## src/rtl/mvm_pkg.sv

```systemverilog
// Shared constants, state encodings and width helpers for the matrix-vector multiply engine.
package mvm_pkg;

  localparam int unsigned DEF_NROW  = 16;
  localparam int unsigned DEF_NCOL  = 4;
  localparam int unsigned DEF_NLANE = 4;
  localparam int unsigned DEF_QN    = 6;
  localparam int unsigned DEF_QM    = 11;

  function automatic int unsigned clog2(input int unsigned v);
    int unsigned r;
    r = 0;
    while ((64'd1 << r) < 64'(v)) r++;
    return r;
  endfunction

  // Address width that never collapses to zero bits.
  function automatic int unsigned aw(input int unsigned v);
    return (clog2(v) < 1) ? 1 : clog2(v);
  endfunction

  localparam int unsigned BW    = DEF_QN + DEF_QM + 1;
  localparam int unsigned ACC_W = 2 * BW + clog2(DEF_NCOL);
  localparam int unsigned P     = DEF_NROW / DEF_NLANE;
  localparam int unsigned PW    = aw(P);
  localparam int unsigned CW    = aw(DEF_NCOL);

  localparam logic [1:0] ST_IDLE  = 2'd0;
  localparam logic [1:0] ST_RUN   = 2'd1;
  localparam logic [1:0] ST_DRAIN = 2'd2;
  localparam logic [1:0] ST_DONE  = 2'd3;

endpackage

```

## src/rtl/mvm_if.sv

```systemverilog
// Handshake, memory-read and result bus of mvm_engine; slave = engine side.
interface mvm_if
  import mvm_pkg::*;
#(
  parameter int unsigned NROW  = DEF_NROW,
  parameter int unsigned NCOL  = DEF_NCOL,
  parameter int unsigned NLANE = DEF_NLANE,
  parameter int unsigned BW    = DEF_QN + DEF_QM + 1
) ();
  localparam int unsigned PW = aw(NROW / NLANE);
  localparam int unsigned CW = aw(NCOL);

  logic                  start;
  logic                  busy;
  logic                  done;
  logic                  rd_en;
  logic [PW-1:0]         pass_idx;
  logic [CW-1:0]         col_addr;
  logic [NLANE*BW-1:0]   w_data;
  logic [BW-1:0]         x_data;
  logic [NROW*BW-1:0]    out_vector;
  logic                  out_valid;
  logic                  sat_flag;

  modport slave (
    input  start, w_data, x_data,
    output busy, done, rd_en, pass_idx, col_addr, out_vector, out_valid, sat_flag
  );

  modport master (
    output start, w_data, x_data,
    input  busy, done, rd_en, pass_idx, col_addr, out_vector, out_valid, sat_flag
  );
endinterface

```

## src/rtl/mvm_lane.sv

```systemverilog
// One signed MAC lane: clear-on-first-column accumulate, floor shift by QM, optional clamp.
// Saturation is enabled by defining MVM_SAT_EN; otherwise the result wraps to BW bits.
module mvm_lane #(
  parameter int unsigned BW    = 18,
  parameter int unsigned QM    = 11,
  parameter int unsigned ACC_W = 38
) (
  input  logic                 clk,
  input  logic                 reset,
  input  logic                 i_en,
  input  logic                 i_clr,
  input  logic signed [BW-1:0] i_w,
  input  logic signed [BW-1:0] i_x,
  output logic [BW-1:0]        o_res_c,
  output logic                 o_sat_c
);
  logic signed [2*BW-1:0]  w_prod;
  logic signed [ACC_W-1:0] w_base;
  logic signed [ACC_W-1:0] w_sum;
  logic signed [ACC_W-1:0] r_acc;

  assign w_prod = i_w * i_x;
  assign w_base = i_clr ? '0 : r_acc;
  assign w_sum  = w_base + ACC_W'(w_prod);

`ifdef MVM_SAT_EN
  localparam logic signed [ACC_W-1:0] SAT_MAX = {{(ACC_W-BW+1){1'b0}}, {(BW-1){1'b1}}};
  localparam logic signed [ACC_W-1:0] SAT_MIN = {{(ACC_W-BW+1){1'b1}}, {(BW-1){1'b0}}};
  logic signed [ACC_W-1:0] w_shift;

  assign w_shift = w_sum >>> QM;

  always_comb begin
    o_res_c = w_shift[BW-1:0];
    o_sat_c = 1'b0;
    if (w_shift > SAT_MAX) begin
      o_res_c = SAT_MAX[BW-1:0];
      o_sat_c = 1'b1;
    end else if (w_shift < SAT_MIN) begin
      o_res_c = SAT_MIN[BW-1:0];
      o_sat_c = 1'b1;
    end
  end
`else
  // Low BW bits of an arithmetic shift are just a slice of the sum.
  assign o_res_c = w_sum[QM +: BW];
  assign o_sat_c = 1'b0;
`endif

  always_ff @(posedge clk) begin
    if (reset) r_acc <= '0;
    else if (i_en) r_acc <= w_sum;
  end
endmodule

```

## src/rtl/mvm_engine.sv

```systemverilog
// Matrix-vector multiply y = W*x over NLANE MAC lanes, NROW/NLANE row passes, start/busy/done.
// Optional saturation of each result is enabled by defining MVM_SAT_EN.
module mvm_engine
  import mvm_pkg::*;
#(
  parameter int unsigned NROW  = DEF_NROW,
  parameter int unsigned NCOL  = DEF_NCOL,
  parameter int unsigned NLANE = DEF_NLANE,
  parameter int unsigned QN    = DEF_QN,
  parameter int unsigned QM    = DEF_QM
) (
  input logic  clk,
  input logic  reset,
  mvm_if.slave bus
);
  localparam int unsigned LBW    = QN + QM + 1;
  localparam int unsigned LACC_W = 2 * LBW + clog2(NCOL);
  localparam int unsigned LP     = NROW / NLANE;
  localparam int unsigned LPW    = aw(LP);
  localparam int unsigned LCW    = aw(NCOL);

  logic [1:0]        r_state, w_state_nxt;
  logic              r_busy, r_done, r_rd_en;
  logic              w_busy_nxt, w_done_nxt, w_rd_en_nxt, w_accept;
  logic [LPW-1:0]    r_pass, w_pass_nxt, r_dpass;
  logic [LCW-1:0]    r_col, w_col_nxt, r_dcol;
  logic              r_dv;
  logic [NROW*LBW-1:0] r_out;
  logic              r_out_valid, r_sat;
  logic [LBW-1:0]    w_res [NLANE];
  logic [NLANE-1:0]  w_sat;
  logic              w_last;

  // Next-state and next-output decode
  always_comb begin
    w_state_nxt = r_state;
    w_busy_nxt  = 1'b0;
    w_done_nxt  = 1'b0;
    w_rd_en_nxt = 1'b0;
    w_pass_nxt  = r_pass;
    w_col_nxt   = r_col;
    w_accept    = 1'b0;
    case (r_state)
      ST_IDLE: begin
        if (bus.start) begin
          w_state_nxt = ST_RUN;
          w_busy_nxt  = 1'b1;
          w_rd_en_nxt = 1'b1;
          w_pass_nxt  = '0;
          w_col_nxt   = '0;
          w_accept    = 1'b1;
        end
      end
      ST_RUN: begin
        w_busy_nxt  = 1'b1;
        w_rd_en_nxt = 1'b1;
        if (r_col == LCW'(NCOL - 1)) begin
          w_col_nxt = '0;
          if (r_pass == LPW'(LP - 1)) begin
            w_state_nxt = ST_DRAIN;
            w_rd_en_nxt = 1'b0;
            w_pass_nxt  = '0;
          end else begin
            w_pass_nxt = r_pass + LPW'(1);
          end
        end else begin
          w_col_nxt = r_col + LCW'(1);
        end
      end
      ST_DRAIN: begin
        w_state_nxt = ST_DONE;
        w_busy_nxt  = 1'b1;
        w_done_nxt  = 1'b1;
      end
      ST_DONE: w_state_nxt = ST_IDLE;
      default: w_state_nxt = ST_IDLE;
    endcase
  end

  always_ff @(posedge clk) begin
    if (reset) begin
      r_state <= ST_IDLE;
      r_busy  <= 1'b0;
      r_done  <= 1'b0;
      r_rd_en <= 1'b0;
      r_pass  <= '0;
      r_col   <= '0;
      r_dv    <= 1'b0;
      r_dpass <= '0;
      r_dcol  <= '0;
    end else begin
      r_state <= w_state_nxt;
      r_busy  <= w_busy_nxt;
      r_done  <= w_done_nxt;
      r_rd_en <= w_rd_en_nxt;
      r_pass  <= w_pass_nxt;
      r_col   <= w_col_nxt;
      r_dv    <= r_rd_en;
      r_dpass <= r_pass;
      r_dcol  <= r_col;
    end
  end

  // Memory data arrives one cycle after the read; r_d* track that read.
  assign w_last = r_dv && (r_dcol == LCW'(NCOL - 1));

  for (genvar i = 0; i < NLANE; i++) begin : g_lane
    mvm_lane #(.BW(LBW), .QM(QM), .ACC_W(LACC_W)) u_lane (
      .clk     (clk),
      .reset   (reset),
      .i_en    (r_dv),
      .i_clr   (r_dcol == '0),
      .i_w     (bus.w_data[i*LBW +: LBW]),
      .i_x     (bus.x_data),
      .o_res_c (w_res[i]),
      .o_sat_c (w_sat[i])
    );
  end

  always_ff @(posedge clk) begin
    if (reset) begin
      r_out       <= '0;
      r_out_valid <= 1'b0;
      r_sat       <= 1'b0;
    end else begin
      if (w_last) begin
        for (int unsigned p = 0; p < LP; p++) begin
          for (int unsigned i = 0; i < NLANE; i++) begin
            if (r_dpass == LPW'(p)) r_out[(p*NLANE+i)*LBW +: LBW] <= w_res[i];
          end
        end
      end
      if (w_accept) r_out_valid <= 1'b0;
      else if (r_state == ST_DONE) r_out_valid <= 1'b1;
      if (w_accept) r_sat <= 1'b0;
      else if (w_last && (|w_sat)) r_sat <= 1'b1;
    end
  end

  assign bus.busy       = r_busy;
  assign bus.done       = r_done;
  assign bus.rd_en      = r_rd_en;
  assign bus.pass_idx   = r_pass;
  assign bus.col_addr   = r_col;
  assign bus.out_vector = r_out;
  assign bus.out_valid  = r_out_valid;
  assign bus.sat_flag   = r_sat;
endmodule

```

## src/flat_wrapper.sv

```systemverilog
// flat-port wrapper written by rule: the top's interface ports become plain ports
module mvm_engine_flat import mvm_pkg::*;
#(
  parameter int unsigned NROW  = DEF_NROW,
  parameter int unsigned NCOL  = DEF_NCOL,
  parameter int unsigned NLANE = DEF_NLANE,
  parameter int unsigned QN    = DEF_QN,
  parameter int unsigned QM    = DEF_QM
)
  (clk, reset, bus_start, bus_w_data, bus_x_data, bus_busy, bus_done, bus_rd_en, bus_pass_idx, bus_col_addr, bus_out_vector, bus_out_valid, bus_sat_flag);
  mvm_if #(.NROW(NROW), .NCOL(NCOL), .NLANE(NLANE)) bus_i ();
  input logic clk;
  input logic reset;
  input wire logic [$bits(bus_i.start)-1:0] bus_start;
  input wire logic [$bits(bus_i.w_data)-1:0] bus_w_data;
  input wire logic [$bits(bus_i.x_data)-1:0] bus_x_data;
  output wire logic [$bits(bus_i.busy)-1:0] bus_busy;
  output wire logic [$bits(bus_i.done)-1:0] bus_done;
  output wire logic [$bits(bus_i.rd_en)-1:0] bus_rd_en;
  output wire logic [$bits(bus_i.pass_idx)-1:0] bus_pass_idx;
  output wire logic [$bits(bus_i.col_addr)-1:0] bus_col_addr;
  output wire logic [$bits(bus_i.out_vector)-1:0] bus_out_vector;
  output wire logic [$bits(bus_i.out_valid)-1:0] bus_out_valid;
  output wire logic [$bits(bus_i.sat_flag)-1:0] bus_sat_flag;
  assign bus_i.start = bus_start;
  assign bus_i.w_data = bus_w_data;
  assign bus_i.x_data = bus_x_data;
  assign bus_busy = bus_i.busy;
  assign bus_done = bus_i.done;
  assign bus_rd_en = bus_i.rd_en;
  assign bus_pass_idx = bus_i.pass_idx;
  assign bus_col_addr = bus_i.col_addr;
  assign bus_out_vector = bus_i.out_vector;
  assign bus_out_valid = bus_i.out_valid;
  assign bus_sat_flag = bus_i.sat_flag;
  mvm_engine #(.NROW(NROW), .NCOL(NCOL), .NLANE(NLANE), .QN(QN), .QM(QM)) u_core (.clk(clk), .reset(reset), .bus(bus_i));
endmodule
```

## config.mk

```make
export PLATFORM = sky130hd
export DESIGN_NAME = mvm_engine_flat
export DESIGN_NICKNAME = d
export VERILOG_FILES = /design/src/rtl/mvm_pkg.sv /design/src/rtl/mvm_if.sv /design/src/rtl/mvm_lane.sv /design/src/rtl/mvm_engine.sv /design/src/flat_wrapper.sv
export SDC_FILE = /design/constraint.sdc
export NUM_CORES = 2
export LEC_CHECK = 0
export BUFFER_PORTS_ARGS = -buffer_cell sky130_fd_sc_hd__buf_2
export CAP_MARGIN = 20
export CORE_UTILIZATION = 58
export CTS_CLUSTER_SIZE = 30
export DETAILED_ROUTE_END_ITERATION = 12
export PLACE_DENSITY = 0.89
export SLEW_MARGIN = 25
export SYNTH_ARGS = -nofsm -noshare
export SYNTH_HDL_FRONTEND = slang
export SYNTH_SLANG_ARGS = --single-unit
```

## constraint.sdc

```tcl
create_clock -name clk -period 7.4 [get_ports clk]
set_input_delay 0.74 -clock clk [delete_from_list [all_inputs] [get_ports clk]]
set_output_delay 0.74 -clock clk [all_outputs]
set_load 0.02 [all_outputs]
```

# --- Word level (Yosys, flattened, before mapping) ---
# Index checks and enable logic that the tools add are counted.
op_classes:
  add_sub_neg: 6
  n_mul: 4
  n_eq_ne: 12
  muxes: 21
  reduce_logical: 14
op_table:
  columns: ["operator", "count"]
  rows:
  - ["38-bit by 36-bit adder with 38-bit output", 4]
  - ["38-bit two-way mux", 4]
  - ["18-bit by 18-bit multiplier with 36-bit output", 4]
  - ["2-bit == test, second input constant", 7]
  - ["2-bit two-way mux", 7]
  - ["2-bit AND reduction", 5]
  - ["2-bit one-hot mux with 2 select lines", 2]
  - ["2-bit one-hot mux with 4 select lines", 1]
  - ["2-bit logical NOT", 3]
  - ["3-bit AND reduction", 2]
  - ["1-bit two-way mux", 5]
  - ["2-bit by 1-bit adder with 2-bit output, second input constant", 2]
  - ["2-bit by 1-bit == test with 1-bit output, second input constant", 2]
  - ["2-bit by 1-bit != test with 1-bit output, second input constant", 2]
  - ["1-bit one-hot mux with 2 select lines", 2]
  - ["2-bit OR reduction", 2]
  - ["2-bit != test, second input constant", 1]
  - ["2-bit nonzero test", 1]
  - ["1-bit logical AND", 1]
totals:
  ff_bits: 455
  in_bits: 93
  output_inout_bits: 297
  elab_cells: 75

# --- Logic depth before layout (Yosys ltp) ---
logic_depth:
  depth_word: 4
  depth_mapped: 26
  depth_no_buf: 24

# --- Cells and area by module ---
# A second synthesis with hierarchy kept.
unflattened:
  cells_unflattened: 6507
  hier_area_um2: 61677.9
modules_own_cells:
  columns: ["module", "n_inst", "cells_each", "area_per_inst_um2", "seq_area_each_um2"]
  rows:
  - ["mvm_lane at u_core.g_lane[1].u_lane ...", 2, 1329, 12278.0, 580.6]
  - ["mvm_lane at u_core.g_lane[0].u_lane", 1, 1391, 12613.3, 580.6]
  - ["mvm_lane at u_core.g_lane[3].u_lane", 1, 1368, 12468.2, 580.6]
  - ["mvm_engine", 1, 1090, 12040.3, 6085.8]

# --- Least setup slack after synthesis ---
# No wires, ideal clock.
synth_path:
  path_type: "input-to-reg"
  startpoint: "input port bus_x_data[11]"
  endpoint: "register u_core.g_lane[1].u_lane.r_acc[28]"
  setup_ns: 0.136
  arrival_ns: 6.926
  required_time_ns: 7.264
  setup_slack_ns: 0.338
  cell_stages: 23
  n_path_buf: 3
  cell_sequence: "clkbuf_1 -> clkbuf_1 -> clkbuf_1 -> nand2_1 -> fa_1 -> inv_1 -> fa_1 -> inv_1 -> fa_1 -> inv_1 -> fa_1 -> fa_1 -> fa_1 -> fa_1 -> ha_1 -> a21o_1 -> a21o_1 -> a221o_1 -> a211oi_2 -> nor4b_1 -> a2111oi_4 -> xnor2_1 -> a211oi_2"
synth_via:
  elab_chain_len: 2
synth_lines:
  columns: ["element", "line", "rtl"]
  rows:
  - ["start: declaration", "flat_wrapper.sv:16", "input wire logic [$bits(bus_i.x_data)-1:0] bus_x_data;"]
  - ["18-bit by 18-bit multiplier with 36-bit output", "mvm_lane.sv:22", "assign w_prod = i_w * i_x;"]
  - ["38-bit by 36-bit adder with 38-bit output", "mvm_lane.sv:24", "assign w_sum = w_base + ACC_W'(w_prod);"]
  - ["end signal: assignment", "mvm_lane.sv:52", "else if (i_en) r_acc <= w_sum;"]
  - ["end: declaration", "mvm_lane.sv:20", "logic signed [ACC_W-1:0] r_acc;"]
# No other way between the ends.
# A chain may end at the register's enable or synchronous reset.

# --- Worst setup path after layout ---
layout_path:
  startpoint: "input port bus_x_data[3]"
  endpoint: "register u_core.g_lane[1].u_lane.r_acc[27]"
# Same word-level chain as after synthesis.

==> impl_table.tex <==
\begin{tabular}{lr}
\hline
Metric & Value \\
\hline
\multicolumn{2}{l}{\textbf{GRT}} \\
\quad Vias in the first global route & 51300 \\
\quad Overflow after GRT & 0 \\
\quad Overall routing resource usage & 35.0\% \\
\quad Global-route wire length before repair & 280 mm \\
\quad Number of antenna violations at the first check in global routing & 22 \\
\quad Largest net degree at the start of global routing & 103 \\
\multicolumn{2}{l}{\textbf{Worst setup path}} \\
\quad Reg2reg path depth & 21 \\
\quad Cell-by-cell trace of the critical path & buf\_2, buf\_4, and2\_1, fa\_1, inv\_1, fa\_1, fa\_1, inv\_1, fa\_1, fa\_1, fa\_1, fa\_1, ha\_1, buf\_4, a21oi\_1, o21ai\_0, a31o\_2, a41oi\_2, o211ai\_1, mux2i\_1, o21ai\_0, a21oi\_1 \\
\quad Slowest stage delay, CP & 750 ps \\
\quad CP Data Arrival Time & 7640 ps \\
\quad Category of the worst setup path capture point & register \\
\quad Family with the most delay on the worst path & adder cells \\
\quad Critical path buffers and inverters & 5 \\
\quad Critical Path Slowest Stage Cell & sky130\_fd\_sc\_hd\_\_mux2i\_1 \\
\quad Required time of the critical path & 7920 ps \\
\quad Kind of launch point of the worst setup path & primary input \\
\quad Crit path max fanout & 22 \\
\quad Count of cell instances traversed by the critical path & 22 \\
\quad Type of the worst setup path & primary input to register \\
\quad Worst reg2reg setup slack & 820 ps \\
\quad Most common cell on crit path & sky130\_fd\_sc\_hd\_\_fa\_1 \\
\multicolumn{2}{l}{\textbf{Synthesis}} \\
\quad Post-synthesis cell area & 58700 sq um \\
\quad Net Count, Synth & 8249 \\
\quad Post-synth top area share & 39.7\% \\
\quad Top cell type by total area after synthesis & sky130\_fd\_sc\_hd\_\_fa\_1 \\
\quad Synth unique cells & 69 \\
\quad Number of synthesized register bits & 419 \\
\quad Async SR Flop Fraction & 0\% \\
\quad Cell types with the highest counts after synthesis & 1228 x sky130\_fd\_sc\_hd\_\_inv\_1, 1164 x sky130\_fd\_sc\_hd\_\_fa\_1, 903 x sky130\_fd\_sc\_hd\_\_nand2\_1 \\
\quad Top area cells in the synthesized netlist & sky130\_fd\_sc\_hd\_\_fa\_1 40\%, sky130\_fd\_sc\_hd\_\_dfxtp\_1 14\%, sky130\_fd\_sc\_hd\_\_ha\_1 8.4\%, sky130\_fd\_sc\_hd\_\_inv\_1 7.9\%, sky130\_fd\_sc\_hd\_\_and2\_1 7.4\% \\
\quad Flip-flop cell with the highest count after synthesis & sky130\_fd\_sc\_hd\_\_dfxtp\_1 \\
\quad Sequential share of the synthesized area & 14.3\% \\
\quad Post-synthesis area per instance & 8.90 sq um \\
\quad Number of enable flip-flop cells after synthesis & 0 \\
\quad Ys Warns & 0 \\
\quad Synth Instances & 6597 \\
\quad Most frequently used cell type in the post-synthesis netlist & sky130\_fd\_sc\_hd\_\_inv\_1 \\
\multicolumn{2}{l}{\textbf{Final layout}} \\
\quad Finished Cell Area & 64900 sq um \\
\quad Count of filler cells inserted in the layout & 7228 \\
\quad Layout area overhead & 10.6\% \\
\quad Sequential cell area & 8390 sq um \\
\quad Area of the multi-input gates & 44500 sq um \\
\quad Proportion of layout cells with a drive suffix above 1 & 10.8\% \\
\quad Filler-free cell count of the finished design & 8270 \\
\quad Final nets & 8581 \\
\multicolumn{2}{l}{\textbf{Timing}} \\
\quad Setup repair after global routing missed its margin & false \\
\quad Final slew viol count & 0 \\
\quad Relative max-transition margin & 21.4\% \\
\quad Setup Skew & 50.9 ps \\
\quad Post-route minimum period & 7120 ps \\
\quad Period utilization & 96.2\% \\
\quad Final Hold Fails & 0 \\
\quad Highest achievable clock rate & 140 MHz \\
\quad Total of endpoints with negative setup slack in the final report & 0 \\
\quad Actual slew at the worst max-slew pin & 1170 ps \\
\quad Worst setup slack after layout & 280 ps \\
\multicolumn{2}{l}{\textbf{Drt}} \\
\quad Number of detailed-route iterations in the first pass & 8 \\
\quad Detail-routed net length per standard cell & 21.2 um \\
\quad Initial detailed-routing violation count & 4442 \\
\quad Post-route DRC & 0 \\
\quad Vias per cell & 5.76 \\
\quad Remaining antenna violation count & 0 \\
\quad Total Routed Length & 175 mm \\
\quad Vias & 47700 \\
\multicolumn{2}{l}{\textbf{Clock tree}} \\
\quad Post-CTS clock slew at the launch and capture registers of the worst setup and hold paths & 60 ps \\
\quad Hold-fix buffers at CTS & 0 \\
\quad Number of resized instances in the post-cts repair step & 0 \\
\quad Clock tree from TritonCTS & yes \\
\quad CTS H-Tree Depth & 2 \\
\quad Clock Sinks & 419 \\
\quad Root buffer selected by CTS & sky130\_fd\_sc\_hd\_\_clkbuf\_16 \\
\quad Number of setup buffers added after CTS & 0 \\
\quad Skew-Pair Late Insertion Delay & 640 ps \\
\quad Number of buffers created by CTS & 47 \\
\quad Clock Path Buffers & 3 \\
\multicolumn{2}{l}{\textbf{Floorplanning}} \\
\quad Initial Utilization & 58.6\% \\
\quad Area of the core region & 100000 sq um \\
\quad Number of core rows & 116 \\
\quad Boundary pin count & 390 \\
\quad Die Ht & 320 um \\
\quad Die Outline Area & 102000 sq um \\
\quad Overall die width & 320 um \\
\multicolumn{2}{l}{\textbf{Run status}} \\
\quad Result of the run & finished, final reports clean \\
\multicolumn{2}{l}{\textbf{Placement}} \\
\quad Final HPWL from detailed placement & 138 mm \\
\quad Gpl congestion & 0.961 \\
\quad Number of placed cells counting well taps & 8176 \\
\quad Number of port buffers & 388 \\
\quad Worst Setup Slack post-DPL & -183 ps \\
\quad Placed instance area & 63200 sq um \\
\multicolumn{2}{l}{\textbf{Job}} \\
\quad Max-Cap Viols & 0 \\
\multicolumn{2}{l}{\textbf{Worst hold path}} \\
\quad Worst hold path class & primary input to register \\
\quad Worst Hold Path Cells & 2 \\
\hline
\end{tabular}
stage by stage:
stage          hold WS [ps]  util (%)  setup TNS (ps)
6_report                369      64.8               0
3_5_place_dp            442      63.1           -2510
4_1_cts                 358      64.8               0
5_1_grt                 386      64.8               0
2_1_floorplan           441         -               0
3_3_place_gp            439      63.1            -136
routing by layer:
| layer | track usage, % | up-vias | share of wire [%] |
|---|---|---|---|
| li1 | - | 20400 | - |
| met1 | 41.7 | 23500 | 34 |
| met2 | 55.5 | 3024 | 46 |
| met3 | 11.5 | 758 | 13 |
| met4 | 20.1 | 24 | 6.9 |
| met5 | 0 | - | 0.093 |
layout by cell type (no fill, tap or decap), drive strengths merged, types with 63 or more instances in the layout:
| master | n |
|---|---|
| inv | 1231 |
| a21oi | 345 |
| buf | 631 |
| fa | 1164 |
| mux2i | 71 |
| clkbuf | 63 |
| ha | 395 |
| nand2 | 903 |
| dfxtp | 419 |
| and2 | 695 |
| o21ai | 87 |
| nor2 | 441 |
| xnor2 | 131 |
layout make-up:
| class | instances | share of cell area, % |
|---|---|---|
| inverters | 1229 | 7.10 |
| clock inverters | 23 | 0.536 |
| flip-flops and latches | 419 | 12.9 |
| multi-input cells | 4601 | 68.5 |
| clock buffers | 63 | 2.07 |
| well taps | 1298 | 2.50 |
| repair buffers | 631 | 6.37 |
| diodes | 6 | 0.0231 |
kinds of logic after synthesis:
logic type      count (synthesis)  synth area share [%]
compound gates                601                  6.13
other cells                     1               0.00639
fa+ha+maj                    1559                  48.1
flops                         419                  14.3
simple gates                 2194                  17.5
xor+xnor                      174                  2.61
mux                            72                  1.23
buf+inv                      1577                  10.1
flip-flops by register name, indices dropped and copies added, names as in the netlist:
register                    flops
u_core.bus.pass_idx             2
u_core.bus.busy                 1
u_core.r_dcol                   2
u_core.bus.rd_en                1
u_core.r_dv                     1
u_core.r_dpass                  2
u_core.r_state                  2
u_core.bus.done                 1
u_core.g_lane.u_lane.r_acc    116
u_core.bus.col_addr             2
u_core.bus.out_vector         288
u_core.bus.out_valid            1
path summary, 6_finish.rpt:
path,from,to
worst min-delay path,bus_start,u_core.bus.out_valid$_SDFFE_PP0N_
worst max-delay path,bus_x_data[3],u_core.g_lane[1].u_lane.r_acc[27]$_SDFFE_PP0P_
worst min register to register,u_core.bus.out_vector[186]$_SDFFE_PP0P_,u_core.bus.out_vector[186]$_SDFFE_PP0P_
worst max register to register,u_core.r_dcol[1]$_SDFF_PP0_,u_core.g_lane[1].u_lane.r_acc[27]$_SDFFE_PP0P_
Power is not shown: default switching activity piles up to over one toggle a cycle in this logic, so the estimate is an artifact.
